===== src/rtl/cpu6502_bus_seq_if.sv =====
// Bus between the 6502 bus sequencer and the CPU core / system glue.
// Handshake: the sequencer owns the phase outputs; ce_rise/ce_fall are
// one-clock qualifiers valid only in the clk they are high. rdy and
// halt_ack change only at cycle boundaries. halt_ack set means the CPU is
// parked on a read and the bus may be used by the requester.
`timescale 1ns/1ps
interface cpu6502_bus_seq_if;
    logic enable;
    logic slow;
    logic rw_n;
    logic halt_req;
    logic irq_n_in;
    logic nmi_n_in;
    logic phi0;
    logic phi2;
    logic ce_rise;
    logic ce_fall;
    logic rdy;
    logic halt_ack;
    logic irq_n;
    logic nmi_n;

    // Sequencer side
    modport master (
        input  enable, slow, rw_n, halt_req, irq_n_in, nmi_n_in,
        output phi0, phi2, ce_rise, ce_fall, rdy, halt_ack, irq_n, nmi_n
    );

    // CPU / glue side
    modport slave (
        output enable, slow, rw_n, halt_req, irq_n_in, nmi_n_in,
        input  phi0, phi2, ce_rise, ce_fall, rdy, halt_ack, irq_n, nmi_n
    );
endinterface


===== src/rtl/cpu6502_bus_seq.sv =====
// 6502 bus sequencer: divides clk into CPU cycles, generates phi0/phi2 and
// phase-edge clock enables, stretches phi2-high for slow regions, arbitrates
// RDY for halt/DMA (never stalling writes) and presents synchronised
// IRQ/NMI only at cycle boundaries.
`timescale 1ns/1ps
module cpu6502_bus_seq #(
    parameter int DIV         = 12,
    parameter int SLOW_WAIT   = 0,
    parameter int SYNC_STAGES = 2
) (
    input  logic                clk,
    input  logic                reset,
    cpu6502_bus_seq_if.master   bus
);
    localparam int CW = $clog2(DIV + SLOW_WAIT + 1);
    localparam int HALF = DIV / 2;
    localparam logic [CW-1:0] HALF_C  = CW'(HALF);
    localparam logic [CW-1:0] RISE_AT = CW'(HALF - 1);
    localparam logic [CW-1:0] LAST_N  = CW'(DIV - 1);
    localparam logic [CW-1:0] LAST_S  = CW'(DIV + SLOW_WAIT - 1);

    logic [CW-1:0]          count;
    logic [CW-1:0]          count_next;
    logic [CW-1:0]          last;
    logic                   stretch;
    logic                   at_rise;
    logic                   at_fall;
    logic                   phi2_next;
    logic                   phi2_q;
    logic                   phi0_q;
    logic                   rdy_q;
    logic                   ack_q;
    logic                   irq_q;
    logic                   nmi_q;
    logic [SYNC_STAGES-1:0] irq_sync;
    logic [SYNC_STAGES-1:0] nmi_sync;

    // Cycle length depends on whether this cycle's phi2-high was stretched.
    assign last       = stretch ? LAST_S : LAST_N;
    assign at_rise    = (count == RISE_AT);
    assign at_fall    = (count == last);
    assign count_next = at_fall ? '0 : count + 1'b1;
    assign phi2_next  = (count_next >= HALF_C);

    // Enables are gated by enable so a frozen sequencer emits no edges.
    assign bus.ce_rise  = bus.enable & at_rise;
    assign bus.ce_fall  = bus.enable & at_fall;
    assign bus.phi2     = phi2_q;
    assign bus.phi0     = phi0_q;
    assign bus.rdy      = rdy_q;
    assign bus.halt_ack = ack_q;
    assign bus.irq_n    = irq_q;
    assign bus.nmi_n    = nmi_q;

    // Interrupt synchronisers shift every clk, independent of enable.
    always_ff @(posedge clk or posedge reset) begin
        if (reset) begin
            irq_sync <= '1;
            nmi_sync <= '1;
        end else begin
            irq_sync <= {irq_sync[SYNC_STAGES-2:0], bus.irq_n_in};
            nmi_sync <= {nmi_sync[SYNC_STAGES-2:0], bus.nmi_n_in};
        end
    end

    // Cycle counter, phase registers, stretch flag and boundary-updated outputs.
    always_ff @(posedge clk or posedge reset) begin
        if (reset) begin
            count   <= '0;
            stretch <= 1'b0;
            phi2_q  <= 1'b0;
            phi0_q  <= 1'b1;
            rdy_q   <= 1'b1;
            ack_q   <= 1'b0;
            irq_q   <= 1'b1;
            nmi_q   <= 1'b1;
        end else if (bus.enable) begin
            count  <= count_next;
            phi2_q <= phi2_next;
            phi0_q <= ~phi2_next;
            if (at_fall) begin
                stretch <= 1'b0;
                rdy_q   <= ~bus.halt_req;
                // A write with rdy low still completes, so it earns no ack.
                ack_q   <= ~rdy_q & bus.rw_n & bus.halt_req;
                irq_q   <= irq_sync[SYNC_STAGES-1];
                nmi_q   <= nmi_sync[SYNC_STAGES-1];
            end else if (at_rise) begin
                stretch <= bus.slow;
            end
        end
    end
endmodule


===== src/flat_wrapper.sv =====
// flat-port wrapper written by rule: the top's interface ports become plain ports
module cpu6502_bus_seq_flat 
#(
    parameter int DIV         = 12,
    parameter int SLOW_WAIT   = 0,
    parameter int SYNC_STAGES = 2
)
  (clk, reset, bus_enable, bus_slow, bus_rw_n, bus_halt_req, bus_irq_n_in, bus_nmi_n_in, bus_phi0, bus_phi2, bus_ce_rise, bus_ce_fall, bus_rdy, bus_halt_ack, bus_irq_n, bus_nmi_n);
  cpu6502_bus_seq_if bus_i ();
  input  logic clk;
  input  logic reset;
  input wire logic [$bits(bus_i.enable)-1:0] bus_enable;
  input wire logic [$bits(bus_i.slow)-1:0] bus_slow;
  input wire logic [$bits(bus_i.rw_n)-1:0] bus_rw_n;
  input wire logic [$bits(bus_i.halt_req)-1:0] bus_halt_req;
  input wire logic [$bits(bus_i.irq_n_in)-1:0] bus_irq_n_in;
  input wire logic [$bits(bus_i.nmi_n_in)-1:0] bus_nmi_n_in;
  output wire logic [$bits(bus_i.phi0)-1:0] bus_phi0;
  output wire logic [$bits(bus_i.phi2)-1:0] bus_phi2;
  output wire logic [$bits(bus_i.ce_rise)-1:0] bus_ce_rise;
  output wire logic [$bits(bus_i.ce_fall)-1:0] bus_ce_fall;
  output wire logic [$bits(bus_i.rdy)-1:0] bus_rdy;
  output wire logic [$bits(bus_i.halt_ack)-1:0] bus_halt_ack;
  output wire logic [$bits(bus_i.irq_n)-1:0] bus_irq_n;
  output wire logic [$bits(bus_i.nmi_n)-1:0] bus_nmi_n;
  assign bus_i.enable = bus_enable;
  assign bus_i.slow = bus_slow;
  assign bus_i.rw_n = bus_rw_n;
  assign bus_i.halt_req = bus_halt_req;
  assign bus_i.irq_n_in = bus_irq_n_in;
  assign bus_i.nmi_n_in = bus_nmi_n_in;
  assign bus_phi0 = bus_i.phi0;
  assign bus_phi2 = bus_i.phi2;
  assign bus_ce_rise = bus_i.ce_rise;
  assign bus_ce_fall = bus_i.ce_fall;
  assign bus_rdy = bus_i.rdy;
  assign bus_halt_ack = bus_i.halt_ack;
  assign bus_irq_n = bus_i.irq_n;
  assign bus_nmi_n = bus_i.nmi_n;
  cpu6502_bus_seq #(.DIV(DIV), .SLOW_WAIT(SLOW_WAIT), .SYNC_STAGES(SYNC_STAGES)) u_core (.clk(clk), .reset(reset), .bus(bus_i));
endmodule

===== config.mk =====
export PLATFORM = sky130hd
export DESIGN_NAME = cpu6502_bus_seq_flat
export DESIGN_NICKNAME = d
export VERILOG_FILES = /design/src/rtl/cpu6502_bus_seq_if.sv /design/src/rtl/cpu6502_bus_seq.sv /design/src/flat_wrapper.sv
export SDC_FILE = /design/constraint.sdc
export NUM_CORES = 1
export LEC_CHECK = 0
export CAP_MARGIN = 10
export CELL_PAD_IN_SITES_DETAIL_PLACEMENT = 1
export CELL_PAD_IN_SITES_GLOBAL_PLACEMENT = 1
export CORE_MARGIN = 2
export CORE_UTILIZATION = 32
export CTS_CLUSTER_DIAMETER = 60
export DETAILED_ROUTE_END_ITERATION = 8
export GPL_ROUTABILITY_DRIVEN = 0
export PLACE_DENSITY = 0.8
export SKIP_LAST_GASP = 1
export SLEW_MARGIN = 20
export SYNTH_ARGS = -nofsm -noshare
export SYNTH_HDL_FRONTEND = slang
export SYNTH_SLANG_ARGS = --single-unit

===== constraint.sdc =====
create_clock -name clk -period 1.27 [get_ports clk]
set_input_delay 0.1905 -clock clk [delete_from_list [all_inputs] [get_ports clk]]
set_output_delay 0.1905 -clock clk [all_outputs]
set_load 0.05 [all_outputs]

==> reports/metrics.csv <==
metric;value;unit
status;finished, violations left;
failing checks;negative setup slack;
routed length per instance;18.95;µm
WP data required;1.08;ns
synthesized area;614.3;µm²
Hold WS;0.2056;ns
CTS tree;yes;
Residual DRC;0;
FILL cells;188;
top post-synthesis cells by area;dfstp_2 (34%), dfrtp_1 (24%), mux2_2 (5.5%), ha_1 (4.1%), nand2_1 (3.1%);
FMAX;0.6596;GHz
hpwl dp;1.093;mm
area of the die;2286;µm²
GRT Util Overall;0.1843;
first-pass GRT wire length;2.649;mm
Starting Density;0.3482;
Hold-fix buffers, CTS;0;
die width;47.82;µm
Syn. warnings;0;
pwr/cell area;2672;nW/µm²
Finish-stage setup viols;9;
Hold Vio Cnt, Final;0;
Critical Path Fanout Max;5;
fraction of layout cells with a size suffix above 1;0.6585;
Worst-Skew Late Latency;0.28;ns
row cnt;15;
max-slew violation count;0;
Distinct cells, synth;23;
# IOs;16;
Crit Path Category;flip-flop to output pin;
Max clock buf depth;2;
Syn Inst Count;52;
top-area cell type share of the netlist area;0.3422;
HP Class;input port to async pin;
H-tree Lvls;1;
core region area;1764;µm²
root buf cell;clkbuf_4;
Startpoint Class;flip-flop;
Yosys top cell by area;dfstp_2;
initial antenna violation count;0;
clock tree sinks;14;
R2R cell count;6;
pre-CTS setup slack;-0.1233;ns
critical path capture point type;output pin;
fin util;0.6142;
Nets;93;
Leakage;0.4796;nW
setup ws final;-0.2460;ns
worst path bufs/invs;3;
CTS clk-pin slew, worst paths;0.09;ns
fin crit share;1.194;
largest net degree at the start of global routing;15;
Fin Clk Skew;0.01049;ns
syn nets;62;
relative slew slack;0.8171;
Critical R2R Capture;u_core.bus.phi0;
Routed WL;2.028;mm
grt total ovfl;0;
CTS buffer count;3;
vias per cell;4.850;
family with the most delay on the worst path;flip-flops;
worst slew pin tran;0.2738;ns
worst reg2reg startpoint;u_core.count[0];
Mean Syn Cell Area;11.81;µm²
R2R Setup Slk;-0.22;ns
chip height;47.82;µm
setup tns final;-1.227;ns
maximum vdd drop;0.001207;V
Overall Power;2.895;mW
drt pass-1 iters;3;
# diodes;0;
RSZ-0062 raised after global routing;true;
critical path launch point;u_core.count[0];
slowest stage cell on the critical path;dfrtp_2;
Synth Register Bits;14;
vias in the first global route;543;
Data arrival, critical path;1.33;ns
crit-path max cell delay;0.46;ns
register area share after synthesis;0.5866;
worst path cell trace;ha_4 > nand4b_1 > buf_6 > inv_4 > buf_12;
Vias;519;
Area growth, synth to finish;76.37;%
Detailed Route Iter0 Violations;9;
Routed Antenna Nets;0;
IO buf count;14;
Tmin final;1.516;ns
max-cap check violation count;0;
[cell usage in the layout, fill, tap and decap left out]
cell type / synthesis / layout
a211oi_2: 1 / 1
a21oi_1: 2 / 2
a31o_2: 1 / 1
a31oi_1: 1 / 1
and2_2: 1 / 1
and4b_1: 1 / 1
and4b_2: 1 / 1
buf_12: 0 / 8
buf_4: 0 / 10
buf_6: 0 / 4
clkbuf_4: 0 / 3
clkbuf_8: 0 / 1
clkdlybuf4s50_1: 0 / 6
dfrtp_1: 6 / 2
dfrtp_2: 0 / 4
dfstp_2: 8 / 8
ha_4: 0 / 2
inv_1: 4 / 2
inv_2: 0 / 1
inv_4: 0 / 1
mux2_4: 0 / 3
mux2i_1: 1 / 1
nand2_1: 5 / 4
nand2_4: 0 / 1
nand3b_1: 2 / 2
nand4b_1: 1 / 1
nor2_1: 4 / 4
nor2b_1: 1 / 1
nor3b_2: 0 / 1
o21ai_0: 3 / 1
o21ai_2: 0 / 2
o221ai_2: 0 / 1
[registers in the layout, indices dropped and copies added, names as in the netlist]
register	cells
u_core.count	4
u_core.irq_sync	2
u_core.nmi_sync	2
u_core.bus.halt_ack	1
u_core.bus.irq_n	1
u_core.bus.nmi_n	1
u_core.bus.phi0	1
u_core.bus.phi2	1
u_core.bus.rdy	1
[layer usage]
metal | vias up | wire (µm) | global-route usage
li1 | 239 | - | -
met1 | 262 | 855 | 0.2138
met2 | 14 | 1067 | 0.3040
met3 | 4 | 49 | 0.03396
met4 | 0 | 55 | 0.1297
met5 | - | 0 | 0
[worst max-delay path by stage]
| stage | to | depth (start not counted) |
|---|---|---|
| finish | bus_ce_fall | 5 |
| global route | bus_ce_fall | 5 |
| CTS | bus_ce_rise | 4 |
| detailed placement | bus_ce_fall | 5 |
| global placement | bus_ce_fall | 5 |
| floorplan | u_core.bus.irq_n | 3 |
[synth_stat cells, drive strengths merged]
master	number
a31oi	1
o21ai	3
nor3b	1
and4b	2
nand2	5
nand4b	1
ha	2
nor2	4
clkbuf	2
a31o	1
mux2i	1
o221ai	1
and2	1
a21oi	2
mux2	3
nand3b	2
inv	4
a211oi	1
nor2b	1
dfrtp	6
dfstp	8
[cell type report]
cell class | instances | area [µm²] | area share
repair buffers | 28 | 340.3 | 0.3141
clock buffers | 4 | 36.28 | 0.03349
inverters | 4 | 17.52 | 0.01617
flip-flops and latches | 14 | 365.4 | 0.3372
multi-input cells | 32 | 292.8 | 0.2702
well taps | 25 | 31.28 | 0.02887
[worst register-to-register path: stages (launching register included)]
cell	delay [ns]
dfrtp_2	0.46
ha_4	0.18
buf_4	0.13
buf_6	0.13
nor3b_2	0.20
a211oi_2	0.08
a31o_2	0.25
[metrics by stage]
step	cells	instance area [µm²]
global placement	94	899.6
CTS	100	969.7
floorplan	52	619.3
detailed placement	94	899.6
global route	107	1084
finish	107	1084
[cells by family after synthesis]
logic type	synth area share
AO/OA/AOI/OAI	0.09980
adder cells (fa/ha/maj)	0.04073
buffers and inverters	0.03868
multiplexers	0.07128
AND/OR/NAND/NOR	0.1629
flip-flops	0.5865
[power breakdown]
part | total, mW | internal [mW] | leakage, nW | switching (mW)
Combinational | 1.69 | 0.869 | 0.307 | 0.818
Sequential | 0.891 | 0.665 | 0.151 | 0.226
Clock | 0.316 | 0.174 | 0.0210 | 0.142
Total | 2.89 | 1.71 | 0.480 | 1.19
[repair_timing]
action                                 CTS  global route
pin swaps                                3             5
resized for setup                        3            20
endpoints found under the hold margin    0             0
setup endpoints to repair                6             9
buffers inserted                         2             8
No activity file was read; power rests on OpenSTA's default activity.
